## config.mk

```make
export PLATFORM = sky130hd
export DESIGN_NAME = serial_comp_ctrl
export DESIGN_NICKNAME = d
export VERILOG_FILES = /design/src/rtl/serial_comp_ctrl.sv
export SDC_FILE = /design/constraint.sdc
export NUM_CORES = 1
export LEC_CHECK = 0
export BUFFER_PORTS_ARGS = -buffer_cell sky130_fd_sc_hd__buf_2
export CAP_MARGIN = 20
export CORE_MARGIN = 2
export CORE_UTILIZATION = 30
export DETAILED_ROUTE_END_ITERATION = 7
export MAX_ROUTING_LAYER = met4
export PLACE_DENSITY = 0.46
export SYNTH_ARGS = -nofsm -noshare
export SYNTH_HDL_FRONTEND = slang
export SYNTH_SLANG_ARGS = --single-unit
export TNS_END_PERCENT = 1
```

## constraint.sdc

```tcl
create_clock -name clk -period 2.18 [get_ports clk]
set_input_delay 0 -clock clk [delete_from_list [all_inputs] [get_ports clk]]
set_output_delay 0 -clock clk [all_outputs]
set_load 0.005 [all_outputs]
```

## src/rtl/serial_comp_ctrl.sv

```systemverilog
// serial_comp_ctrl: compares two WIDTH-bit operands two bits per cycle,
// MSB slice first, through a single 2-bit comparator.
//
// Ports:
//   clk   - clock, all state changes on rising edge
//   rst   - asynchronous active-high reset
//   start - compare request, accepted only in IDLE (a/b latched with it)
//   a, b  - operands
//   busy  - comparison in progress
//   done  - one-cycle pulse when gt/lt/eq are updated
//   gt/lt/eq - latched result, held until the next completed comparison
//
// Build option: define SERIAL_COMP_EARLY_EXIT_EN to finish at the first
// deciding slice; otherwise every comparison takes NSLICE cycles.

// 2-bit magnitude comparator
module comp2 (
   input  logic [1:0] a,
   input  logic [1:0] b,
   output logic       gt_c,
   output logic       lt_c,
   output logic       eq_c
);
   assign gt_c = (a > b);
   assign lt_c = (a < b);
   assign eq_c = (a == b);
endmodule

module serial_comp_ctrl #(
   parameter int unsigned WIDTH = 8
) (
   input  logic             clk,
   input  logic             rst,
   input  logic             start,
   input  logic [WIDTH-1:0] a,
   input  logic [WIDTH-1:0] b,
   output logic             busy,
   output logic             done,
   output logic             gt,
   output logic             lt,
   output logic             eq
);
   localparam int unsigned NSLICE = WIDTH / 2;
   localparam int unsigned IDX_W  = (NSLICE > 1) ? $clog2(NSLICE) : 1;

`ifdef SERIAL_COMP_EARLY_EXIT_EN
   localparam bit EARLY_EXIT = 1'b1;
`else
   localparam bit EARLY_EXIT = 1'b0;
`endif

   typedef enum logic {IDLE = 1'b0, RUN = 1'b1} state_t;

   state_t             state_q, state_d;
   logic [WIDTH-1:0]   a_q, a_d, b_q, b_d;
   logic [IDX_W-1:0]   idx_q, idx_d;
   logic               decided_q, decided_d;
   logic               dgt_q, dgt_d, dlt_q, dlt_d;
   logic               busy_d, done_d, gt_d, lt_d, eq_d;

   logic [1:0]         slice_a, slice_b;
   logic               s_gt_c, s_lt_c, s_eq_c;
   logic               fin_gt, fin_lt, term;

   assign slice_a = a_q[{idx_q, 1'b0} +: 2];
   assign slice_b = b_q[{idx_q, 1'b0} +: 2];

   comp2 u_comp2 (
      .a    (slice_a),
      .b    (slice_b),
      .gt_c (s_gt_c),
      .lt_c (s_lt_c),
      .eq_c (s_eq_c)
   );

   // State and datapath registers
   always_ff @(posedge clk or posedge rst) begin
      if (rst) begin
         state_q   <= IDLE;
         a_q       <= '0;
         b_q       <= '0;
         idx_q     <= '0;
         decided_q <= 1'b0;
         dgt_q     <= 1'b0;
         dlt_q     <= 1'b0;
         busy      <= 1'b0;
         done      <= 1'b0;
         gt        <= 1'b0;
         lt        <= 1'b0;
         eq        <= 1'b0;
      end else begin
         state_q   <= state_d;
         a_q       <= a_d;
         b_q       <= b_d;
         idx_q     <= idx_d;
         decided_q <= decided_d;
         dgt_q     <= dgt_d;
         dlt_q     <= dlt_d;
         busy      <= busy_d;
         done      <= done_d;
         gt        <= gt_d;
         lt        <= lt_d;
         eq        <= eq_d;
      end
   end

   // Next-state and output logic
   always_comb begin
      state_d   = state_q;
      a_d       = a_q;
      b_d       = b_q;
      idx_d     = idx_q;
      decided_d = decided_q;
      dgt_d     = dgt_q;
      dlt_d     = dlt_q;
      busy_d    = busy;
      done_d    = 1'b0;
      gt_d      = gt;
      lt_d      = lt;
      eq_d      = eq;

      // An earlier deciding slice always wins over the current one.
      fin_gt = decided_q ? dgt_q : s_gt_c;
      fin_lt = decided_q ? dlt_q : s_lt_c;
      term   = (idx_q == '0) || (EARLY_EXIT && !s_eq_c);

      case (state_q)
         IDLE: begin
            if (start) begin
               a_d       = a;
               b_d       = b;
               idx_d     = IDX_W'(NSLICE - 1);
               decided_d = 1'b0;
               busy_d    = 1'b1;
               state_d   = RUN;
            end
         end
         RUN: begin
            if (!decided_q && !s_eq_c) begin
               decided_d = 1'b1;
               dgt_d     = s_gt_c;
               dlt_d     = s_lt_c;
            end
            if (term) begin
               gt_d    = fin_gt;
               lt_d    = fin_lt;
               eq_d    = !(fin_gt || fin_lt);
               done_d  = 1'b1;
               busy_d  = 1'b0;
               idx_d   = '0;
               state_d = IDLE;
            end else begin
               idx_d = idx_q - IDX_W'(1);
            end
         end
         default: state_d = IDLE;
      endcase
   end
endmodule

```

==> results_dict.tcl <==
set metrics [dict create \
    status "finished clean" \
    htreeDepth 1 \
    setup_ws_ps 199 \
    dieArea_um2 4810 \
    start_util_pct 31.5 \
    diodes 0 \
    tightest_slew_ps 573 \
    rsz0062_at_grt "no" \
    grt_antenna_before_repair 0 \
    cts_sinks 27 \
    rows 23 \
    post-place-ws_ps 23.0 \
    fmax_mhz 505 \
    grt_pass1_wl_um 3980 \
    remaining_drc_errors 0 \
    cts_buffer_depth 2 \
    syn_area_um2 1280 \
    hpwlAfterDp_um 1570 \
    grt_pass1_vias 865 \
    core-area_um2 4060 \
    r2r-start "idx_q[0]$_DFFE_PP0P_" \
    slew_viol_final 0 \
    overflow 0 \
    crit_chain "mux4_2, ha_1, a21oi_1, nand2_1, mux2_2" \
    postSynthCellCount 94 \
    avgSynthCellArea_um2 13.6 \
    criticalPathCategory "reg2reg" \
    vias_per_cell 4.32 \
    worst_setup_path_start_kind "register" \
    clk_pin_slew_worst_paths_ps 90 \
    grt_max_degree 28 \
    multiInputGateArea_um2 527 \
    ys_warn_count 0 \
    drtIter0Drc 25 \
    io_pins 24 \
    seq_area_um2 677 \
    synth.distinct_cells 21 \
    ys_seq_area_share_pct 52.8 \
    leakage_uw 0.000753 \
    synth_nets 115 \
    synth_top_area_share_pct 52.8 \
    setup_viol 0 \
    area_growth_pct 28.5 \
    grt_use_total_pct 10.6 \
    cts_inserted_buffers 3 \
    dr.pass1.iters 4 \
    peakVddDrop_uv 632 \
    crit_fanout 6 \
    avgRoutedWirePerCell_um 11.9 \
    cp_num_buf_inv 0 \
    ys_top_cells_by_area "dfrtp_1 53%, mux2_4 11%, mux2_2 7.0%" \
    drtAntennaViolNets 0 \
    min_from "start" \
    layout-drive-gt1-share_pct 39.4 \
    cts_root_buf "clkbuf_8" \
    slowest_stage "mux4_2" \
    place_inst 164 \
    die_x_um 69.3 \
    final_hold_viol_count 0 \
    fin_cells 187 \
    die_y_um 69.3 \
    clock_skew_ps 4.82 \
    yosysTopAreaCell "dfrtp_1" \
    startpoint "idx_q[0]$_DFFE_PP0P_" \
    relSlewSlack_pct 61.7 \
    fin_crit_ps 1980 \
    crit_arrival_ps 2140 \
    fin_tns_setup_ps 0 \
    max_stage_delay_ps 530 \
    cp_top_family "multiplexers" \
    placement.io_buffers 23 \
    gp_congestion 0.754 \
    whs_ps 27.3 \
    cts_tree "built" \
    hold_class "in2reg" \
    nets 159 \
    synth-seq-cells 27 \
    cp.required_ps 2340 \
    power.density_nw_per_um2 1390 \
    cp-end-kind "register" \
    fin_crit_sh_pct 90.9 \
    via_count 808 \
    insertion_delay_ps 270 \
    cap_violations 0 \
    final.fill_count 389 \
    wirelength_um 2220 \
]
registers in the layout (all words and copies together) (netlist names):
| name | flops |
|---|---|
| lt | 1 |
| busy | 1 |
| idx_q | 2 |
| a_q | 8 |
| done | 1 |
| gt | 1 |
| eq | 1 |
| b_q | 8 |
| state_q | 1 |
| decided_q | 1 |
| dlt_q | 1 |
| dgt_q | 1 |
cell usage in the layout (no fill, tap or decap), drive strengths merged, types with 2 or more instances in the layout:
cell	count
a21oi	5
a31oi	3
buf	27
clkbuf	4
dfrtp	27
dlygate4sd3	17
ha	2
inv	5
mux2	17
mux4	4
nand2	5
nor2	11
nor2b	2
o21ai	3
final cells by class:
class / instances / area share (%)
inverters: 5 / 1.14
clock buffers: 4 / 2.74
flip-flops and latches: 27 / 41.1
repair buffers: 44 / 19.2
multi-input cells: 57 / 32.0
well taps: 50 / 3.80
cell families after synthesis:
family	count (synthesis)	share of synthesized area [%]
flops	27	52.8
simple gates	22	9.29
mux	21	24.6
compound gates	12	5.28
buf+inv	10	6.06
fa+ha+maj	2	1.95
through the flow:
stage / utilization [%] / instance area (um^2) / total power (uW)
CTS: 40.1 / 1630 / 2300
floorplan: - / 1280 / 1800
global route: 40.5 / 1650 / 2520
detailed placement: 34.8 / 1410 / 1980
global placement: 34.8 / 1410 / 1970
finish: 40.5 / 1650 / 2280
cells in the mapped netlist, drive strengths merged:
library cell,n
a31oi,3
and3b,1
o21ai,3
mux2,17
nor2b,2
nand2b,1
nor3b,1
mux4,4
ha,2
o31a,1
nor3,1
nand2,5
inv,5
buf,5
dfrtp,27
a21oi,5
nor2,11
path summary, 6_finish.rpt:
kind | endpoint | slack, ps | cells after the start
worst max-delay path | dlt_q$_DFFE_PP0P_ | 200 | 5
worst min-delay path | state_q$_DFF_PP0_ | 30 | 3
worst max register to register | dlt_q$_DFFE_PP0P_ | 200 | 5
worst min register to register | busy$_DFFE_PP0P_ | 510 | 2
max in group asynchronous | idx_q[0]$_DFFE_PP0P_ | 1580 | 4
min in group asynchronous | b_q[4]$_DFFE_PP0P_ | 320 | 4
what timing repair did:
action / CTS / global route
hold buffers: 17 / 0
resized for setup: 0 / 1
setup buffers: 0 / 2
endpoints found under the setup margin: 0 / 4
hold endpoints to repair: 43 / 0
worst reg2reg max path, stage by stage (launching register included):
cell     delay, ps
dfrtp_2        460
mux4_2         530
ha_1           330
a21oi_1        190
nand2_1         80
mux2_2         280
report_power, final:
group | internal, uW | switching, uW
Combinational | 632 | 406
Clock | 131 | 147
Sequential | 758 | 209
layer usage:
layer | track usage, % | part of all wire [%] | vias up
met3 | 3.78 | 5.0 | 2
met4 | 3.27 | 0.95 | 0
met1 | 13.2 | 48 | 375
li1 | - | - | 410
met5 | - | 0 | -
met2 | 16.3 | 46 | 21
No activity file was read; power rests on OpenSTA's default activity.
